[config.mk]
export PLATFORM = sky130hd
export DESIGN_NAME = tt_sweep_3in_flat
export DESIGN_NICKNAME = d
export VERILOG_FILES = /design/src/rtl/tt_sweep_pkg.sv /design/src/rtl/tt_sweep_3in_if.sv /design/src/rtl/tt_sync.sv /design/src/rtl/tt_sweep_3in.sv /design/src/flat_wrapper.sv
export SDC_FILE = /design/constraint.sdc
export NUM_CORES = 1
export LEC_CHECK = 0
export CAP_MARGIN = 30
export CORE_UTILIZATION = 30
export CTS_CLUSTER_DIAMETER = 150
export DETAILED_ROUTE_END_ITERATION = 10
export GPL_ROUTABILITY_DRIVEN = 0
export SLEW_MARGIN = 20
export SYNTH_ARGS = -nofsm -noshare
export SYNTH_HDL_FRONTEND = slang
export SYNTH_SLANG_ARGS = --single-unit
[constraint.sdc]
create_clock -name clk -period 2.7 [get_ports clk]
set_input_delay 0.27 -clock clk [delete_from_list [all_inputs] [get_ports clk]]
set_output_delay 0.27 -clock clk [all_outputs]
set_load 0.05 [all_outputs]
[src/rtl/tt_sweep_pkg.sv]
// Shared types and constants for the 3-input truth-table sweeper.
// Optional expected-word compare is enabled with TT_SWEEP_EXPECT_EN.
package tt_sweep_pkg;

    typedef enum logic [1:0] {
        S_IDLE,
        S_SETTLE,
        S_SAMPLE,
        S_DONE
    } state_t;

    typedef logic [2:0] row_t;

    localparam int   TT_ROWS  = 8;
    localparam row_t ROW_LAST = 3'(TT_ROWS - 1);

endpackage

[src/rtl/tt_sweep_3in_if.sv]
// Truth-table word handshake: the sweeper is master, the consumer is slave.
interface tt_sweep_3in_if;

    logic       tt_valid;
    logic       tt_ready;
    logic [7:0] tt_word;

    modport master (
        output tt_valid,
        output tt_word,
        input  tt_ready
    );

    modport slave (
        input  tt_valid,
        input  tt_word,
        output tt_ready
    );

endinterface

[src/rtl/tt_sync.sv]
// Multi-flop synchronizer for the asynchronous circuit-under-test output.
module tt_sync #(
    parameter int STAGES = 2
) (
    input  logic clk,
    input  logic rst_n,
    input  logic d_i,
    output logic q_o
);

    logic [STAGES-1:0] sync_q;

    always_ff @(posedge clk or negedge rst_n) begin
        if (!rst_n) begin
            sync_q <= '0;
        end else begin
            sync_q <= {sync_q[STAGES-2:0], d_i};
        end
    end

    assign q_o = sync_q[STAGES-1];

endmodule

[src/rtl/tt_sweep_3in.sv]
// Sweeps all 8 input rows of a 3-input circuit and captures its truth table.
// Define TT_SWEEP_EXPECT_EN to add expect_word and the mismatch flag.
module tt_sweep_3in
    import tt_sweep_pkg::*;
#(
    parameter int SETTLE_CYCLES = 4,
    parameter int SYNC_STAGES   = 2
) (
    input  logic                 clk,
    input  logic                 rst_n,
    input  logic                 start,
    input  logic                 abort,
    output logic                 in1,
    output logic                 in2,
    output logic                 in3,
    input  logic                 dut_out,
    output logic                 busy,
    tt_sweep_3in_if.master       tt
`ifdef TT_SWEEP_EXPECT_EN
    ,input  logic [7:0]          expect_word
    ,output logic                mismatch
`endif
);

    localparam logic [7:0] CNT_LOAD = 8'(SETTLE_CYCLES - 1);

    state_t     state_q;
    row_t       row_q;
    row_t       in_q;
    logic [7:0] cnt_q;
    logic [7:0] word_q;
    logic       busy_q;
    logic       valid_q;
    logic       samp;

    tt_sync #(
        .STAGES (SYNC_STAGES)
    ) u_sync (
        .clk   (clk),
        .rst_n (rst_n),
        .d_i   (dut_out),
        .q_o   (samp)
    );

    always_ff @(posedge clk or negedge rst_n) begin
        if (!rst_n) begin
            state_q <= S_IDLE;
            row_q   <= '0;
            in_q    <= '0;
            cnt_q   <= '0;
            word_q  <= '0;
            busy_q  <= 1'b0;
            valid_q <= 1'b0;
        end else if (abort) begin
            // word_q is deliberately kept so a partial capture stays visible
            state_q <= S_IDLE;
            row_q   <= '0;
            in_q    <= '0;
            cnt_q   <= '0;
            busy_q  <= 1'b0;
            valid_q <= 1'b0;
        end else begin
            unique case (state_q)
                S_IDLE: begin
                    if (start) begin
                        state_q <= S_SETTLE;
                        row_q   <= '0;
                        in_q    <= '0;
                        cnt_q   <= CNT_LOAD;
                        word_q  <= '0;
                        busy_q  <= 1'b1;
                    end
                end
                S_SETTLE: begin
                    if (cnt_q == 8'd0) begin
                        state_q <= S_SAMPLE;
                    end else begin
                        cnt_q <= cnt_q - 8'd1;
                    end
                end
                S_SAMPLE: begin
                    // row 0 lands in the MSB so the word reads like a table
                    word_q[~row_q] <= samp;
                    if (row_q == ROW_LAST) begin
                        state_q <= S_DONE;
                        in_q    <= '0;
                        valid_q <= 1'b1;
                    end else begin
                        state_q <= S_SETTLE;
                        row_q   <= row_q + 3'd1;
                        in_q    <= row_q + 3'd1;
                        cnt_q   <= CNT_LOAD;
                    end
                end
                S_DONE: begin
                    if (tt.tt_ready) begin
                        state_q <= S_IDLE;
                        busy_q  <= 1'b0;
                        valid_q <= 1'b0;
                    end
                end
            endcase
        end
    end

    assign {in1, in2, in3} = in_q;
    assign busy            = busy_q;
    assign tt.tt_valid     = valid_q;
    assign tt.tt_word      = word_q;

`ifdef TT_SWEEP_EXPECT_EN
    assign mismatch = valid_q & (word_q != expect_word);
`endif

endmodule

[src/flat_wrapper.sv]
// flat-port wrapper written by rule: the top's interface ports become plain ports
module tt_sweep_3in_flat import tt_sweep_pkg::*;
#(
    parameter int SETTLE_CYCLES = 4,
    parameter int SYNC_STAGES   = 2
)
  (clk, rst_n, start, abort, in1, in2, in3, dut_out, busy, tt_tt_valid, tt_tt_word, tt_tt_ready);
  tt_sweep_3in_if tt_i ();
  input  logic clk;
  input  logic rst_n;
  input  logic start;
  input  logic abort;
  output logic in1;
  output logic in2;
  output logic in3;
  input  logic dut_out;
  output logic busy;
  output wire logic [$bits(tt_i.tt_valid)-1:0] tt_tt_valid;
  output wire logic [$bits(tt_i.tt_word)-1:0] tt_tt_word;
  input wire logic [$bits(tt_i.tt_ready)-1:0] tt_tt_ready;
  assign tt_tt_valid = tt_i.tt_valid;
  assign tt_tt_word = tt_i.tt_word;
  assign tt_i.tt_ready = tt_tt_ready;
  tt_sweep_3in #(.SETTLE_CYCLES(SETTLE_CYCLES), .SYNC_STAGES(SYNC_STAGES)) u_core (.clk(clk), .rst_n(rst_n), .start(start), .abort(abort), .in1(in1), .in2(in2), .in3(in3), .dut_out(dut_out), .busy(busy), .tt(tt_i));
endmodule
## After elaboration in Yosys (flattened, before gate mapping)

Cells that the tools add are included.

| storage, ports and cells | value |
|---|---|
| flip-flop bits (word level) | 28 |
| input port bits | 6 |
| word-level logic and storage cells | 70 |

| cells by class | value |
|---|---|
| $add $sub $neg | 2 |
| magnitude comparators | 2 |
| eq/ne operators | 11 |
| multiplexer cells | 30 |
| bitwise logic cells | 2 |
| reduce and logical (&&, ||, !) cells | 15 |

Operators with widths:

| kind | count |
|---|---|
| 8-bit 2-to-1 mux | 5 |
| 8-bit one-hot mux with 3 select lines | 1 |
| 8-bit one-hot mux with 2 select lines | 1 |
| 3-bit 2-to-1 mux | 5 |
| 3-bit AND reduction | 5 |
| 3-bit inequality test (second input constant) | 4 |
| 3-bit one-hot mux with 2 select lines | 2 |
| 2-bit 2-to-1 mux | 5 |
| 3-bit nonzero test | 3 |
| 8-bit bitwise mux | 1 |
| 8-bit zero test | 1 |
| 2-bit one-hot mux with 4 select lines | 1 |
| 8-bit by 1-bit subtractor with 8-bit output (second input constant) | 1 |
| 1-bit 2-to-1 mux | 6 |
| 3-bit by 2-bit inequality test with 1-bit output (second input constant) | 2 |
| 2-bit == test (second input constant) | 2 |
| 3-bit by 4-bit < comparator with 1-bit output (second input constant) | 1 |
| 1-bit one-hot mux with 2 select lines | 2 |
| 4-bit AND reduction | 1 |
| 4-bit nonzero test | 1 |
| 3-bit by 1-bit adder with 3-bit output (second input constant) | 1 |
| 1-bit demux with 3-bit select | 1 |
| 3-bit == test (second input constant) | 1 |
| 3-bit by 1-bit >= comparator with 1-bit output (second input constant) | 1 |
| 8 further kinds | 8 |

## Depth between registers and ports, before layout

| depth | value |
|---|---|
| depth in word-level cells | 7 |
| depth in mapped cells | 7 |
| gate-level depth less buffers | 6 |

## Hierarchy

From an unflattened synthesis, not the netlist that was laid out.

| second synthesis, totals | value |
|---|---|
| cells, all modules | 148 |
| area total of the unflattened synthesis | 1445.1 µm² |

Modules (own cells, without submodules):

| module | instances | cells an instance | area each (µm²) | sequential area each (µm²) |
|---|---|---|---|---|
| tt_sweep_3in | 1 | 146 | 1395.1 | 650.6 |
| tt_sync | 1 | 2 | 50.0 | 50.0 |

## Worst setup path after synthesis

OpenSTA, ideal clock, no wires.

| path | value |
|---|---|
| path kind | flip-flop to flip-flop |
| from | register u_core.state_q[0] |
| to | register u_core.word_q[0] (netlist: u_core.tt.tt_word[0]) |
| library setup time | 0.121 ns |
| arrival time | 1.764 ns |
| data required time | 2.579 ns |
| setup slack | 0.815 ns |
| stages on the path, launching flop included | 7 |
| cells stage by stage | dfrtp_1 inv_1 ha_1 and2b_2 or3_1 clkbuf_1 a22o_1 |

| on the way | value |
|---|---|
| word-level cells in the longest chain between the ends | 3 |
| elaborated cells on any way between the ends | 6 |
| those cells by class | eq/ne: 2; mux: 1; reduce/logical: 3 |

Ends and longest elaborated chain:

| what | RTL line | source |
|---|---|---|
| start, declared | tt_sweep_3in.sv:27 | `state_t state_q;` |
| start signal, assigned | tt_sweep_3in.sv:47 | `state_q <= S_IDLE;` |
| start signal, assigned | tt_sweep_3in.sv:56 | `state_q <= S_IDLE;` |
| start signal, assigned | tt_sweep_3in.sv:66 | `state_q <= S_SETTLE;` |
| 2-bit == test / 2-bit zero test (equally long branches) | tt_sweep_3in.sv:63 | `unique case (state_q)` |
| 2-bit nonzero test (no line) / 2-bit inequality test (equally long branches) | -- |  |
| 3-bit AND reduction (no line) | -- |  |
| end signal, assigned by index | tt_sweep_3in.sv:83 | `word_q[~row_q] <= samp;` |
| end, declared | tt_sweep_3in.sv:31 | `logic [7:0] word_q;` |

Parallel ways exist; a longest one is shown, timed or not.
A chain may end at the register's enable or synchronous reset.

## Worst setup path in the final report

| path | value |
|---|---|
| from | register u_core.state_q[0] |
| to | register u_core.cnt_q[7] |

| on the way | value |
|---|---|
| word-level cells in the longest chain between the ends | 3 |
| elaborated cells on any way between the ends | 10 |
| those cells by class | eq/ne: 5; mux: 2; reduce/logical: 3 |

Ends and longest elaborated chain:

| what | RTL line | source |
|---|---|---|
| 2-bit == test (tied with other cells) | tt_sweep_3in.sv:63 |  |
| 3-bit inequality test (no line) (tied with other cells) | -- |  |
| 4-bit AND reduction (no line) / 8-bit 2-to-1 mux (equally long branches) | -- |  |
| end signal, assigned | tt_sweep_3in.sv:78 | `cnt_q <= cnt_q - 8'd1;` |
| end, declared | tt_sweep_3in.sv:30 | `logic [7:0] cnt_q;` |

Parallel ways exist; a longest one is shown, timed or not.

==> metrics <==
# diodes=0; headroom to the max-slew limit=54.7%; Synth Cell Area=1670 um2; startpoint types=flip-flop; Post-CTS Setup Bufs=0; core area=5240 um2; CTS resizes=0; Post-synth EDFFs=0; full die area=5850 um2; DR WL met2=1630 um; Power Density=855 nW/um2; fmax=462 MHz; Setup Skew=0.00396 ns; max cap viols=0; Arrival @ worst endpoint=2.37 ns; final critical-path required period=2.16 ns; worst-path maximum fanout=18; Multi-input gate area=901 um2; XOR/XNOR Fraction of Synth Area=0%; initial core utilization=31.8%; mux cell area share after synthesis=8.04%; initial DRC count=64; synth unique cells=45; Avg Cell Area, Syn=9.91 um2; H-tree depth=1; synth warn=0; VDD IR max=0.000499 V; clock slew at reported path FFs=0.10 ns; Root Buffer=clkbuf_8; CTS tree=built; Synth top cells by count=dfrtp_1, nand2_1, nand3_1, a21oi_1, inv_1; I/O Buffers=18; routed vias/inst=5.13; final hold vios=0; hold crit path type=input pin to async pin; CTS max path bufs=2; nets=198; final worst-path cycle share=80.1%; total gr overflow=0; area grow syn2layout=19.5%; Top Layer Used=met4; FF+latch area=701 um2; Req. time, crit path=2.91 ns; routed len/inst=13.6 um; Die H=76.5 um; Simple-Gate Fraction of Synth Area=24.3%; total negative setup slack=0 ns; Clk Latency, worst-skew pair=0.27 ns; CTS Sinks=28; metal3 WL=91 um; All-Layer GR Usage=12.3%; Setup Viol. Count Final=0; wl on met1=1700 um; area leader, netlist=dfrtp_1; Filler Cells Inserted=515; HPWL after detailed placement=2460 um; fraction of registers with async set/reset=100%; vias in the first global route=1209; Via Count=1302; R2R Setup Slk=0.54 ns; Die W=76.5 um; measured slew at the worst slew-check pin=0.680 ns; fin. max-slew vios=0; final wirelength=3460 um; sequential share of the synthesized area=42.1%; status=finished clean; cells after synthesis=168; FP Rows=26; ANT nets after route=0; total power=1.70 mW; most numerous cell in the Yosys netlist=dfrtp_1; DRC viols=0; largest net degree at the start of global routing=29; layout cells sized above 1=12.0%; Area contributors post-synth=dfrtp_1, ha_1, mux2_2; TritonRoute pass-1 iters=4; Seq cells post-synth=28; post-synthesis net count=181; Ports=19; antenna violations before repair=0; compound-cell area share of the yosys netlist=16.5%; Num CTS Buffers=3; Hold Buf Count CTS=0; first-pass GRT wire length=5780 um; Setup crit end kind=flip-flop; critical path class=flip-flop to flip-flop; RSZ-0062 raised after global routing=false; Leak=0.826 nW; adder-cell share of the synthesized area=5.26%; area share of the largest cell type after synthesis=42.1%; top_reg_cell synth=dfrtp_1; largest family of logic cells by synthesized area=simple AND/OR/NAND/NOR gates
-- path summary, 6_finish.rpt --
kind,end,cells past startpoint,from
worst min-delay path,u_core.u_sync.sync_q[0],2,rst_n
min in group clk,u_core.u_sync.sync_q[1],0,u_core.u_sync.sync_q[0]
worst max-delay path,u_core.cnt_q[7],6,u_core.state_q[0]
worst max register to register,u_core.cnt_q[7],6,u_core.state_q[0]
worst min register to register,u_core.u_sync.sync_q[1],0,u_core.u_sync.sync_q[0]
max in group asynchronous,u_core.cnt_q[5],2,rst_n
-- state kept, by name, indices dropped and copies added (netlist names) --
signal,cells
u_core.state_q,2
u_core.row_q,3
u_core.tt.tt_valid,1
u_core.busy,1
u_core.in_q,3
u_core.tt.tt_word,8
u_core.u_sync.sync_q,2
u_core.cnt_q,8
-- cells by family after synthesis --
group           Yosys count
buf+inv                  17
simple gates             65
compound gates           39
fa+ha+maj                 7
flops                    28
mux                      12
-- cell usage in the layout (no fill, tap or decap), types with 3 or more instances in the layout --
| cell | n |
|---|---|
| o211ai_1 | 3 |
| mux2_2 | 7 |
| a22oi_1 | 3 |
| a21oi_1 | 9 |
| nor3_1 | 5 |
| nand4_1 | 5 |
| clkdlybuf4s50_1 | 18 |
| nand3_1 | 13 |
| clkbuf_8 | 3 |
| o32ai_1 | 3 |
| dfrtp_1 | 28 |
| mux2i_1 | 4 |
| inv_1 | 9 |
| nor2_1 | 4 |
| o21ai_0 | 3 |
| ha_1 | 7 |
| a31oi_1 | 4 |
| a22o_1 | 5 |
| nand2_1 | 16 |
-- through the flow --
step           util [%]  hold slack [ns]  instance area (um2)  cells  worst slack [ns]
4_1_cts            38.0            0.376                 1990    254             0.517
6_report           38.0            0.363                 1990    254             0.536
3_5_place_dp       36.6            0.343                 1920    250             0.541
2_1_floorplan         -          -0.0256                 1670    168             0.815
5_1_grt            38.0            0.384                 1990    254             0.349
3_3_place_gp       36.6            0.337                 1920    250             0.623
-- report_power, final --
part | total [mW] | switching, mW | internal [mW]
sequential | 0.564 | 0.0823 | 0.482
clock | 0.334 | 0.136 | 0.198
combinational | 0.804 | 0.486 | 0.318
total | 1.70 | 0.704 | 0.998
-- metal layers --
| layer | up-vias | track usage, % |
|---|---|---|
| met5 | - | 0 |
| met1 | 624 | 16.9 |
| met3 | 2 | 1.80 |
| li1 | 657 | - |
| met2 | 19 | 19.4 |
| met4 | 0 | 4.62 |
-- area by class of cell --
type,instances,share of cell area [%]
multi-input cells,123,45.3
flip-flops and latches,28,35.2
repair buffers,20,9.81
well taps,70,4.40
clock buffers,3,2.08
inverters,9,1.70
clock inverters,1,1.51
-- worst max-delay path, cell delays in order, from the launching register on --
cell	delay [ns]
dfrtp_1	0.52
inv_1	0.17
ha_1	0.47
nand2_4	0.19
nand2_4	0.09
or4_1	0.50
a21boi_1	0.14
(Power assumes the default switching activity.)
==> patch (same settings) <==
`SYNC_STAGES` is set to 2 in 2 places; all go to 4.
--- a/src/rtl/tt_sweep_3in.sv
+++ b/src/rtl/tt_sweep_3in.sv
@@ -5,5 +5,5 @@
 #(
     parameter int SETTLE_CYCLES = 4,
-    parameter int SYNC_STAGES   = 2
+    parameter int SYNC_STAGES   = 4
 ) (
     input  logic                 clk,
--- a/src/flat_wrapper.sv
+++ b/src/flat_wrapper.sv
@@ -3,5 +3,5 @@
 #(
     parameter int SETTLE_CYCLES = 4,
-    parameter int SYNC_STAGES   = 2
+    parameter int SYNC_STAGES   = 4
 )
   (clk, rst_n, start, abort, in1, in2, in3, dut_out, busy, tt_tt_valid, tt_tt_word, tt_tt_ready);
Function: changed (Yosys sat finds a counterexample within 10 cycles, from zero or initial values and one cycle with rst_n low).
==> patch against the original RTL <==
Via count increased by 1.1%; synthesized area increased by 2.6%; wire length decreased by 3.6%; sequential cell count increased by 2; largest power group unchanged; power increased by 0.45%; worst setup slack got worse by 93 ps; critical path depth increased by 1; final cell count increased by 3.9%; core utilization increased by 0.30 points; sequential share of layout area increased by 0.39 points; worst hold slack got worse by 14 ps; cell area increased by 6.0%.
==> patch: results <==
export IMPL_status="finished clean"
export IMPL_dpl_cell_area_mm2=0.00197
export IMPL_synth_nets=186
export IMPL_grt_pass1_vias=1261
export IMPL_htree_levels=2
export IMPL_min_to="u_core.u_sync.sync_q[2]"
export IMPL_drive_above_1_share_pct=15.1
export IMPL_synthTopCellsByArea="dfrtp_1, mux2_2, ha_1, a22o_1, nand2_1"
export IMPL_nNonClkBuffers=24
export IMPL_wl_met2_mm=1.48
export IMPL_hp_class="flop to flop"
export IMPL_reg2regPathDepth=7
export IMPL_die_x_um=77.5
export IMPL_multi_input_area_share_pct=40.9
export IMPL_ir_drop_uv=311
export IMPL_dpl_worst_slack_ps=462
export IMPL_bufAreaShareNonClock_pct=10.7
export IMPL_synth_cell_types=44
export IMPL_synth_top_area_cell="dfrtp_1"
export IMPL_clk_pin_slew_ps=70
export IMPL_async_flop_share_pct=100
export IMPL_vias_per_cell=4.98
export IMPL_synthTopCellsByCount="dfrtp_1, nand2_1, nor2_1"
export IMPL_layout_setup_ws_ps=443
export IMPL_grt_pass1_wl_mm=6.00
export IMPL_synth_compound_gate_area_share_pct=19.5
export IMPL_nFlopsAndLatches=30
export IMPL_drt_pre_antenna_iters=4
export IMPL_nFillCells=532
export IMPL_seq_cell_share_pct=35.6
export IMPL_p_leak_nw=0.895
export IMPL_clock_cell_area_share_pct=6.77
export IMPL_place_hpwl_mm=2.27
export IMPL_cp_arrival_ps=2450
export IMPL_clock_skew_ps=9.78
export IMPL_worst_hold_slack_ps=349
export IMPL_clkbuf_count=6
export IMPL_start_util_pct=31.0
export IMPL_cts_made_buffers=5
export IMPL_synth_mux_area_share_pct=7.11
export IMPL_ys_seq_area_share_pct=44.0
export IMPL_startpoint="u_core.row_q[0]"
export IMPL_syn_area_per_cell_um2=9.87
export IMPL_grt_total_usage_pct=12.6
export IMPL_drt_initial_drc_count=77
export IMPL_num_multi_input_gates=120
export IMPL_inverters=10
export IMPL_power_switching_mw=0.581
export IMPL_drt_met1_wl_mm=1.72
export IMPL_post_drt_wl_per_cell_um=12.6
export IMPL_fin_cells=264
export IMPL_synth_adder_area_share_pct=5.13
export IMPL_critPathMaxFanout=13
export IMPL_endpoint="u_core.cnt_q[3]"
export IMPL_routed_wl_met3_um=84
export IMPL_grt_max_degree=31
export IMPL_final_net_count=204
export IMPL_worst_pin_slew_ps=533
export IMPL_layout_area_seq_um2=751
-- patch: changes by cell type in the layout (fill, tap and decap cells not counted), sizes merged, moves of 4 or more --
cell	delta
nor2	+7
o31ai	+4
nand3	-12
buf	+4
nand2	-5
nand4	-4
-- patch: routing by layer --
layer / GRT usage, % / vias up
li1: - / 666
met1: 17.4 / 633
met2: 18.3 / 15
met3: 3.06 / 2
met4: 5.66 / 0
met5: 0 / -
-- patch: power by group through the flow --
stage | clock (mW) | sequential [mW] | combinational (mW)
3_3_place_gp | 0 | 0.568 | 0.590
4_1_cts | 0.578 | 0.560 | 0.591
3_5_place_dp | 0 | 0.567 | 0.588
5_1_grt | 0.596 | 0.571 | 0.654
6_report | 0.563 | 0.560 | 0.587
2_1_floorplan | 0 | 0.591 | 0.441
